--- src/rtl/bank_pkg.sv ---
// Shared types and default geometry for the single-bank burst master.
package bank_pkg;

   localparam int unsigned DEFAULT_DEVICE_WIDTH = 4;
   localparam int unsigned DEFAULT_COLWIDTH     = 10;
   localparam int unsigned DEFAULT_CHWIDTH      = 5;
   localparam int unsigned DEFAULT_BL           = 8;

   typedef enum logic [2:0] {
      IDLE  = 3'd0,
      WRITE = 3'd1,
      READ  = 3'd2,
      DRAIN = 3'd3,
      RESP  = 3'd4
   } state_e;

   // Width of a beat index for a burst of bl beats (never narrower than 1).
   function automatic int unsigned beat_idx_width(input int unsigned bl);
      return (bl > 1) ? $clog2(bl) : 1;
   endfunction

endpackage

--- src/rtl/bank_beat_deser.sv ---
// Burst capture register: writes one DEVICE_WIDTH beat per cycle at a given
// beat index, with a synchronous clear taking priority over capture.
module bank_beat_deser
   import bank_pkg::*;
#(
   parameter int unsigned DEVICE_WIDTH = DEFAULT_DEVICE_WIDTH,
   parameter int unsigned BL           = DEFAULT_BL
) (
   input  logic                                clk,
   input  logic                                rst_n,
   input  logic                                clr,
   input  logic                                cap_en,
   input  logic [beat_idx_width(BL)-1:0]       cap_idx,
   input  logic [DEVICE_WIDTH-1:0]             cap_data,
   output logic [BL*DEVICE_WIDTH-1:0]          data
);

   localparam int unsigned BW = beat_idx_width(BL);

   always_ff @(posedge clk or negedge rst_n) begin
      if (!rst_n) begin
         data <= '0;
      end else if (clr) begin
         data <= '0;
      end else if (cap_en) begin
         for (int unsigned k = 0; k < BL; k++) begin
            if (cap_idx == BW'(k)) begin
               data[k*DEVICE_WIDTH +: DEVICE_WIDTH] <= cap_data;
            end
         end
      end
   end

endmodule

--- src/rtl/bank_burst_master.sv ---
// Burst initiator for one DRAM bank: turns BL-beat read/write requests into
// single-beat bank accesses and returns assembled read bursts.
module bank_burst_master
   import bank_pkg::*;
#(
   parameter int unsigned DEVICE_WIDTH = DEFAULT_DEVICE_WIDTH,
   parameter int unsigned COLWIDTH     = DEFAULT_COLWIDTH,
   parameter int unsigned CHWIDTH      = DEFAULT_CHWIDTH,
   parameter int unsigned BL           = DEFAULT_BL
) (
   input  logic                         clk,
   input  logic                         rst_n,
   input  logic                         req_valid,
   output logic                         req_ready,
   input  logic                         req_write,
   input  logic [CHWIDTH-1:0]           req_row,
   input  logic [COLWIDTH-1:0]          req_col,
   input  logic [BL*DEVICE_WIDTH-1:0]   req_wdata,
   output logic                         rsp_valid,
   input  logic                         rsp_ready,
   output logic [BL*DEVICE_WIDTH-1:0]   rsp_rdata,
   output logic                         rd_o_wr,
   output logic [CHWIDTH-1:0]           row,
   output logic [COLWIDTH-1:0]          column,
   output logic [DEVICE_WIDTH-1:0]      dqin,
   input  logic [DEVICE_WIDTH-1:0]      dqout
);

   localparam int unsigned BW   = beat_idx_width(BL);
   localparam int unsigned BUSW = BL * DEVICE_WIDTH;
   localparam logic [BW-1:0] LAST_BEAT = BW'(BL - 1);

   state_e                  state;
   logic [BW-1:0]           beat;
   logic [CHWIDTH-1:0]      row_q;
   logic [COLWIDTH-1:0]     col_q;
   logic [BUSW-1:0]         wdata_q;

   logic                    accept_c;
   logic                    last_c;
   logic [BW-1:0]           beat_nxt_c;
   logic [COLWIDTH-1:0]     col_nxt_c;
   logic [DEVICE_WIDTH-1:0] wbeat_nxt_c;
   logic                    clr_c;
   logic                    cap_en_c;
   logic [BW-1:0]           cap_idx_c;

   // Next-beat address/data and read-capture control.
   always_comb begin
      accept_c    = req_valid && req_ready;
      last_c      = (beat == LAST_BEAT);
      beat_nxt_c  = beat + BW'(1);
      col_nxt_c   = col_q + COLWIDTH'(beat_nxt_c);
      wbeat_nxt_c = '0;
      for (int unsigned k = 0; k < BL; k++) begin
         if (beat_nxt_c == BW'(k)) begin
            wbeat_nxt_c = wdata_q[k*DEVICE_WIDTH +: DEVICE_WIDTH];
         end
      end
      clr_c     = accept_c && !req_write;
      cap_en_c  = 1'b0;
      cap_idx_c = '0;
      // dqout lags the address by one edge, so capture the previous beat.
      if (state == READ && beat != '0) begin
         cap_en_c  = 1'b1;
         cap_idx_c = beat - BW'(1);
      end else if (state == DRAIN) begin
         cap_en_c  = 1'b1;
         cap_idx_c = LAST_BEAT;
      end
   end

   // Burst sequencer with registered handshake and bank-port outputs.
   always_ff @(posedge clk or negedge rst_n) begin
      if (!rst_n) begin
         state     <= IDLE;
         beat      <= '0;
         row_q     <= '0;
         col_q     <= '0;
         wdata_q   <= '0;
         req_ready <= 1'b1;
         rsp_valid <= 1'b0;
         rd_o_wr   <= 1'b0;
         row       <= '0;
         column    <= '0;
         dqin      <= '0;
      end else begin
         case (state)
            IDLE: begin
               if (accept_c) begin
                  row_q     <= req_row;
                  col_q     <= req_col;
                  wdata_q   <= req_wdata;
                  beat      <= '0;
                  req_ready <= 1'b0;
                  rd_o_wr   <= req_write;
                  row       <= req_row;
                  column    <= req_col;
                  dqin      <= req_write ? req_wdata[DEVICE_WIDTH-1:0] : '0;
                  state     <= req_write ? WRITE : READ;
               end
            end
            WRITE: begin
               if (last_c) begin
                  state     <= IDLE;
                  req_ready <= 1'b1;
                  rd_o_wr   <= 1'b0;
                  row       <= '0;
                  column    <= '0;
                  dqin      <= '0;
               end else begin
                  beat   <= beat_nxt_c;
                  column <= col_nxt_c;
                  dqin   <= wbeat_nxt_c;
               end
            end
            READ: begin
               if (last_c) begin
                  state  <= DRAIN;
                  row    <= '0;
                  column <= '0;
               end else begin
                  beat   <= beat_nxt_c;
                  column <= col_nxt_c;
               end
            end
            DRAIN: begin
               state     <= RESP;
               rsp_valid <= 1'b1;
            end
            RESP: begin
               if (rsp_ready) begin
                  state     <= IDLE;
                  rsp_valid <= 1'b0;
                  req_ready <= 1'b1;
               end
            end
            default: begin
               state     <= IDLE;
               req_ready <= 1'b1;
               rsp_valid <= 1'b0;
               rd_o_wr   <= 1'b0;
               row       <= '0;
               column    <= '0;
               dqin      <= '0;
            end
         endcase
      end
   end

   bank_beat_deser #(
      .DEVICE_WIDTH (DEVICE_WIDTH),
      .BL           (BL)
   ) u_deser (
      .clk      (clk),
      .rst_n    (rst_n),
      .clr      (clr_c),
      .cap_en   (cap_en_c),
      .cap_idx  (cap_idx_c),
      .cap_data (dqout),
      .data     (rsp_rdata)
   );

endmodule

--- config.mk ---
export PLATFORM = sky130hd
export DESIGN_NAME = bank_burst_master
export DESIGN_NICKNAME = d
export VERILOG_FILES = /design/src/rtl/bank_pkg.sv /design/src/rtl/bank_beat_deser.sv /design/src/rtl/bank_burst_master.sv
export SDC_FILE = /design/constraint.sdc
export NUM_CORES = 1
export LEC_CHECK = 0
export ABC_AREA = 1
export BUFFER_PORTS_ARGS = -buffer_cell sky130_fd_sc_hd__buf_2
export CAP_MARGIN = 20
export CORE_UTILIZATION = 55
export CTS_BUF_LIST = sky130_fd_sc_hd__clkbuf_8
export DETAILED_ROUTE_END_ITERATION = 10
export PLACE_DENSITY = 0.91
export SLEW_MARGIN = 25
export SYNTH_ARGS = -nofsm -noshare
export SYNTH_HDL_FRONTEND = slang
export SYNTH_SLANG_ARGS = --single-unit
--- constraint.sdc ---
create_clock -name clk -period 2.71 [get_ports clk]
set_clock_uncertainty 0.1 [all_clocks]
set_input_delay 0.271 -clock clk [delete_from_list [all_inputs] [get_ports clk]]
set_output_delay 0.271 -clock clk [all_outputs]
set_load 0.03 [all_outputs]
; Word-level counts from Yosys, hierarchy flattened
; Index checks and enable logic that the tools add are counted.
[word_totals]
regBits = 102
out_inout_bits = 54
wordCells = 140
[classes]
add_sub_neg = 3
n_eq_ne = 25
mux = 50
bitwise_logic = 4
reduce_logical = 40
[ops]
columns = op, count
row1 = $mux 4, 19
row2 = $mux 32, 2
row3 = $eq 3x3->1 const B, 10
row4 = $pmux 10 s3, 1
row5 = $mux 3, 8
row6 = $reduce_and 2->1, 12
row7 = $mux 10, 2
row8 = $reduce_bool 2->1, 10
row9 = $eq 3x2->1 const B, 6
row10 = $pmux 3 s5, 1
row11 = $pmux 5 s3, 1
row12 = $pmux 4 s3, 1
row13 = $add 10x3->10, 1
row14 = $mux 5, 2
row15 = $ne 2x2->1 const B, 5
row16 = $eq 3x1->1 const B, 3
row17 = $logic_not 3->1, 3
row18 = $reduce_and 3->1, 3
row19 = $mux 1, 8
row20 = $reduce_and 4->1, 2
row21 = $pmux 1 s3, 2
row22 = $pmux 3 s2, 1
row23 = $reduce_or 2->1, 3
row24 = $reduce_or 3->1, 2
row25 = other kinds (9), 14

; Logic depth before layout (Yosys ltp)
[logic_depth]
depth_word = 12
ltp_mapped = 17

; Cells and area by module
; From an unflattened synthesis, not the netlist that was laid out.
[unflattened]
cells_unflattened = 662
area_unflattened_um2 = 5168.7
[modules_own_cells]
columns = mod, n_inst, cells_per_inst, area_each_um2
row1 = bank_burst_master, 1, 491, 3782.4
row2 = bank_beat_deser, 1, 171, 1386.3

; Worst setup path after synthesis
; No wires, ideal clock.
[synth_timing]
path_kind = register to register
start = register beat[0]
end = register column[8]
setup_time_ns = 0.065
t_arrival_ns = 2.278
required_ns = 2.545
setup_slack_ns = 0.267
path_stages_with_launch = 13
n_path_buf = 0
period_less_slack_ns = 2.443
cell_sequence = dfrtp_1 > inv_1 > ha_1 > inv_1 > fa_1 > o21ai_0 > and2_1 > nand3_1 > o21ai_0 > nand2_1 > o21ai_0 > nand2_1 > nand2_1
[synth_between]
elab_chain_len = 4
word_cells_on_any_way = 5
classes_between = 2 x add/sub / 1 x eq/ne / 2 x mux
[synth_lines]
columns = item, line_no
row1 = "start, declared", bank_burst_master.sv:34  ; logic [BW-1:0] beat;
row2 = "start signal, assigned", bank_burst_master.sv:112  ; beat <= beat_nxt_c;
row3 = "start signal, assigned", bank_burst_master.sv:123  ; beat <= beat_nxt_c;
row4 = $add 3x1->3, bank_burst_master.sv:52  ; beat_nxt_c = beat + BW'(1);
row5 = $add 10x3->10, bank_burst_master.sv:53  ; col_nxt_c = col_q + COLWIDTH'(beat_nxt_c);
row6 = $mux 10 *, "bank_burst_master.sv:104, bank_burst_master.sv:118"
row7 = $pmux 10 s3 *, bank_burst_master.sv:88  ; case (state)
row8 = "end signal, assigned", bank_burst_master.sv:98  ; column <= req_col;
row9 = "end signal, assigned", bank_burst_master.sv:113  ; column <= col_nxt_c;
row10 = "end signal, assigned", bank_burst_master.sv:124  ; column <= col_nxt_c;
row11 = "end, declared", bank_burst_master.sv:24  ; output logic [COLWIDTH-1:0] column,
; Every way passes the cells marked *; elsewhere a longest branch is shown, timed or not.
; A chain may end at the register's enable or synchronous reset.

; Final worst setup path
; Same ends and word-level chain as after synthesis.

==> qor.txt <==
Drt wl/cell: 13.5 um
CP cell instances: inv_1 > buf_4 > ha_1 > inv_1 > fa_1 > o21ai_2 > and2_4 > nand3_1 > o21ai_1 > nand2_1 > o21ai_0 > nand2_1 > nand2_1
Total Routing Usage GR: 25.5%
Util after Layout: 67.5%
Arrival time of the worst setup path: 2.71 ns
Worst slew margin: 54.9%
Vias in the first global route: 4508
H-tree Lvls: 3
Commonest non-fill, non-tap cell in the layout: nand2_1
Total CTS buffers: 9
Core ar.: 0.00876 mm2
# setup viols final: 0
TritonRoute pass-1 iters: 6
Status: finished, final reports clean
Peak VDD IR: 0.000599 V
Crit path capture type: flip-flop
Clk sinks: 102
Synth async-reset ratio: 100%
Starting Density: 57.2%
ANT cells: 0
P_leak: 3.26 nW
Hold Fails Final Rpt: 0
Min Tclk post-route: 2.51 ns
Clk slew on worst S/H paths: 0.10 ns
DIE AREA: 0.00950 mm2
Worst-margin pin slew: 0.676 ns
Post-Syn Instances: 631
Max Clk Rate: 0.398 GHz
Startpoint Class: flip-flop
Cell Pwr Density: 1280 mW/mm2
Fillers: 700
Slowest-stage cell, CP: dfrtp_2
Required time at the worst-slack endpoint: 2.91 ns
Final Max Tran Viols: 0
CTS tree: done
Die width: 97.5 um
RePlAce Congestion: 0.947
Share of cells above drive strength 1: 21.5%
First-pass GRT wire length: 19800 um
Slowest stage delay, CP: 0.45 ns
Ys Warns: 0
Number of synthesized flops with an enable pin: 0
Root Buffer: clkbuf_8
Nets@finish: 816
Critical Setup Path Class: flip-flop to flip-flop
Hold_ws: 0.00565 ns
Die H: 97.5 um
Max cap viols: 0
Antenna violations before repair: 0
Antenna viol nets, final: 0
Syn nets: 699
Rows: 34
Clock Latency Late Sink: 0.36 ns
Hold WC Path Type: input pin to flip-flop
Highest-count cells in the layout ignoring fill and taps: nand2_1 (239), buf_2 (108), dfrtp_1 (100)
Residual DRC: 0
Number of vias per cell: 5.20
Max FO, Critical Path: 8
Sequential area share after synthesis: 50.9%
Most frequent CP cell: nand2_1
Via count: 4474
Yosys cell types: 36
Clock tree buffer depth: 2
Number of synthesized register bits: 102
Final wirelength: 11700 um
Largest net degree at the start of global routing: 77
Post-Syn Area per Cell: 7.95 um2
Period utilization: 92.7%
I/O pins: 110
HPWL after DPL: 8570 um
Port buffer count: 109
DR iter-0 viols: 268
Main synth FF type: dfrtp_1
Synthesized cell area: 0.00501 mm2
Layout area overhead: 18.0%
GR Overflow Total: 0
logic make-up (layout without fill, tap and decap cells):
group                    count (synthesis)  in the layout  synth area share [%]
buffers and inverters                  101            223                  8.36
XOR/XNOR                                 2              2                 0.349
AND/OR/NAND/NOR                        298            298                  24.5
adder cells (fa/ha/maj)                 12             12                  3.14
AO/OA/AOI/OAI                          116            116                  12.7
flip-flops                             102            102                  50.9
where the power goes:
| part | switching, W | internal [W] | total [W] | leakage [nW] |
|---|---|---|---|---|
| clock network | 0.000514 | 0.000445 | 0.000960 | 0.106 |
| registers | 0.000400 | 0.00223 | 0.00263 | 1.28 |
| logic | 0.00279 | 0.00121 | 0.00400 | 1.87 |
worst max-delay path: cells and delay by family (launching register included):
family	cells	cell delay, ns
AOI/OAI and AO/OA	3	0.49
DFF	1	0.45
adders and majority gates	2	0.61
buffers and inverters	3	0.32
and+or+nand+nor	5	0.48
timing repair:
item / CTS / global route
gates resized for setup: 0 / 6
hold endpoints to repair: 43 / 0
setup endpoints to repair: 0 / 5
buffers inserted: 0 / 2
hold buffers: 3 / 0
stage by stage:
| step | area, um2 | TNS (ns) | setup WS [ns] | instances | power [W] |
|---|---|---|---|---|---|
| after CTS | 5880 | 0 | 0.0448 | 859 | 0.00752 |
| after floorplan | 5010 | 0 | 0.267 | 631 | 0.00549 |
| after detailed placement | 5650 | 0 | 0.0689 | 840 | 0.00655 |
| after global placement | 5650 | 0 | 0.207 | 840 | 0.00636 |
| final | 5920 | 0 | 0.199 | 861 | 0.00759 |
| after global routing | 5920 | -0.00525 | -0.00525 | 861 | 0.00818 |
routing by layer:
layer	up-vias	routed length, um	share of wire (%)	global-route usage [%]
li1	2200	-	-	-
met2	179	5580	48	42.5
met4	0	319	2.7	11.4
met5	-	0	0	0
met3	35	625	5.4	3.45
met1	2060	5130	44	33.3
flip-flops by register name, summed over array words and instances (netlist names):
name          cells
state             3
col_q            10
dqin              4
req_ready         1
row               5
beat              3
column           10
rsp_valid         1
u_deser.data     32
rd_o_wr           1
wdata_q          32
synth_stat cells (2+ instances only):
library cell / n / area share (%)
nand2_1: 239 / 18
dfrtp_1: 101 / 50
inv_1: 80 / 6.0
o21ai_0: 72 / 7.2
nand3_1: 22 / 2.2
nor2_1: 17 / 1.3
o21ai_1: 17 / 1.7
a21oi_1: 13 / 1.3
ha_1: 11 / 2.7
inv_2: 7 / 0.52
buf_4: 5 / 0.75
nand2_2: 5 / 0.62
buf_2: 4 / 0.40
nor2_4: 4 / 0.90
o21ai_2: 4 / 0.70
nor2_2: 3 / 0.37
o31ai_1: 3 / 0.45
buf_6: 2 / 0.45
clkbuf_1: 2 / 0.15
nor3_1: 2 / 0.20
o22ai_1: 2 / 0.25
xor2_1: 2 / 0.35
layout make-up:
class | instances | area (um2) | area share, %
Sequential cell | 102 | 2550 | 43.2
Multi-Input combinational cell | 428 | 2060 | 34.9
Timing Repair Buffer | 119 | 634 | 10.7
Inverter | 88 | 332 | 5.60
Clock buffer | 10 | 138 | 2.33
Tap cell | 108 | 135 | 2.28
Clock inverter | 6 | 57.6 | 0.973
path summary, 6_finish.rpt:
kind,end,startpoint,cells past startpoint,slack [ns]
setup reg to reg,column[8],beat[0],13,0.20
max in group asynchronous,u_deser.data[19],rst_n,3,1.43
min in group asynchronous,u_deser.data[1],rst_n,2,0.39
hold reg to reg,wdata_q[10],wdata_q[10],2,0.38
setup / recovery,column[8],beat[0],13,0.20
hold / removal,wdata_q[11],req_wdata[11],3,0.006
No activity file was read; power rests on OpenSTA's default activity.
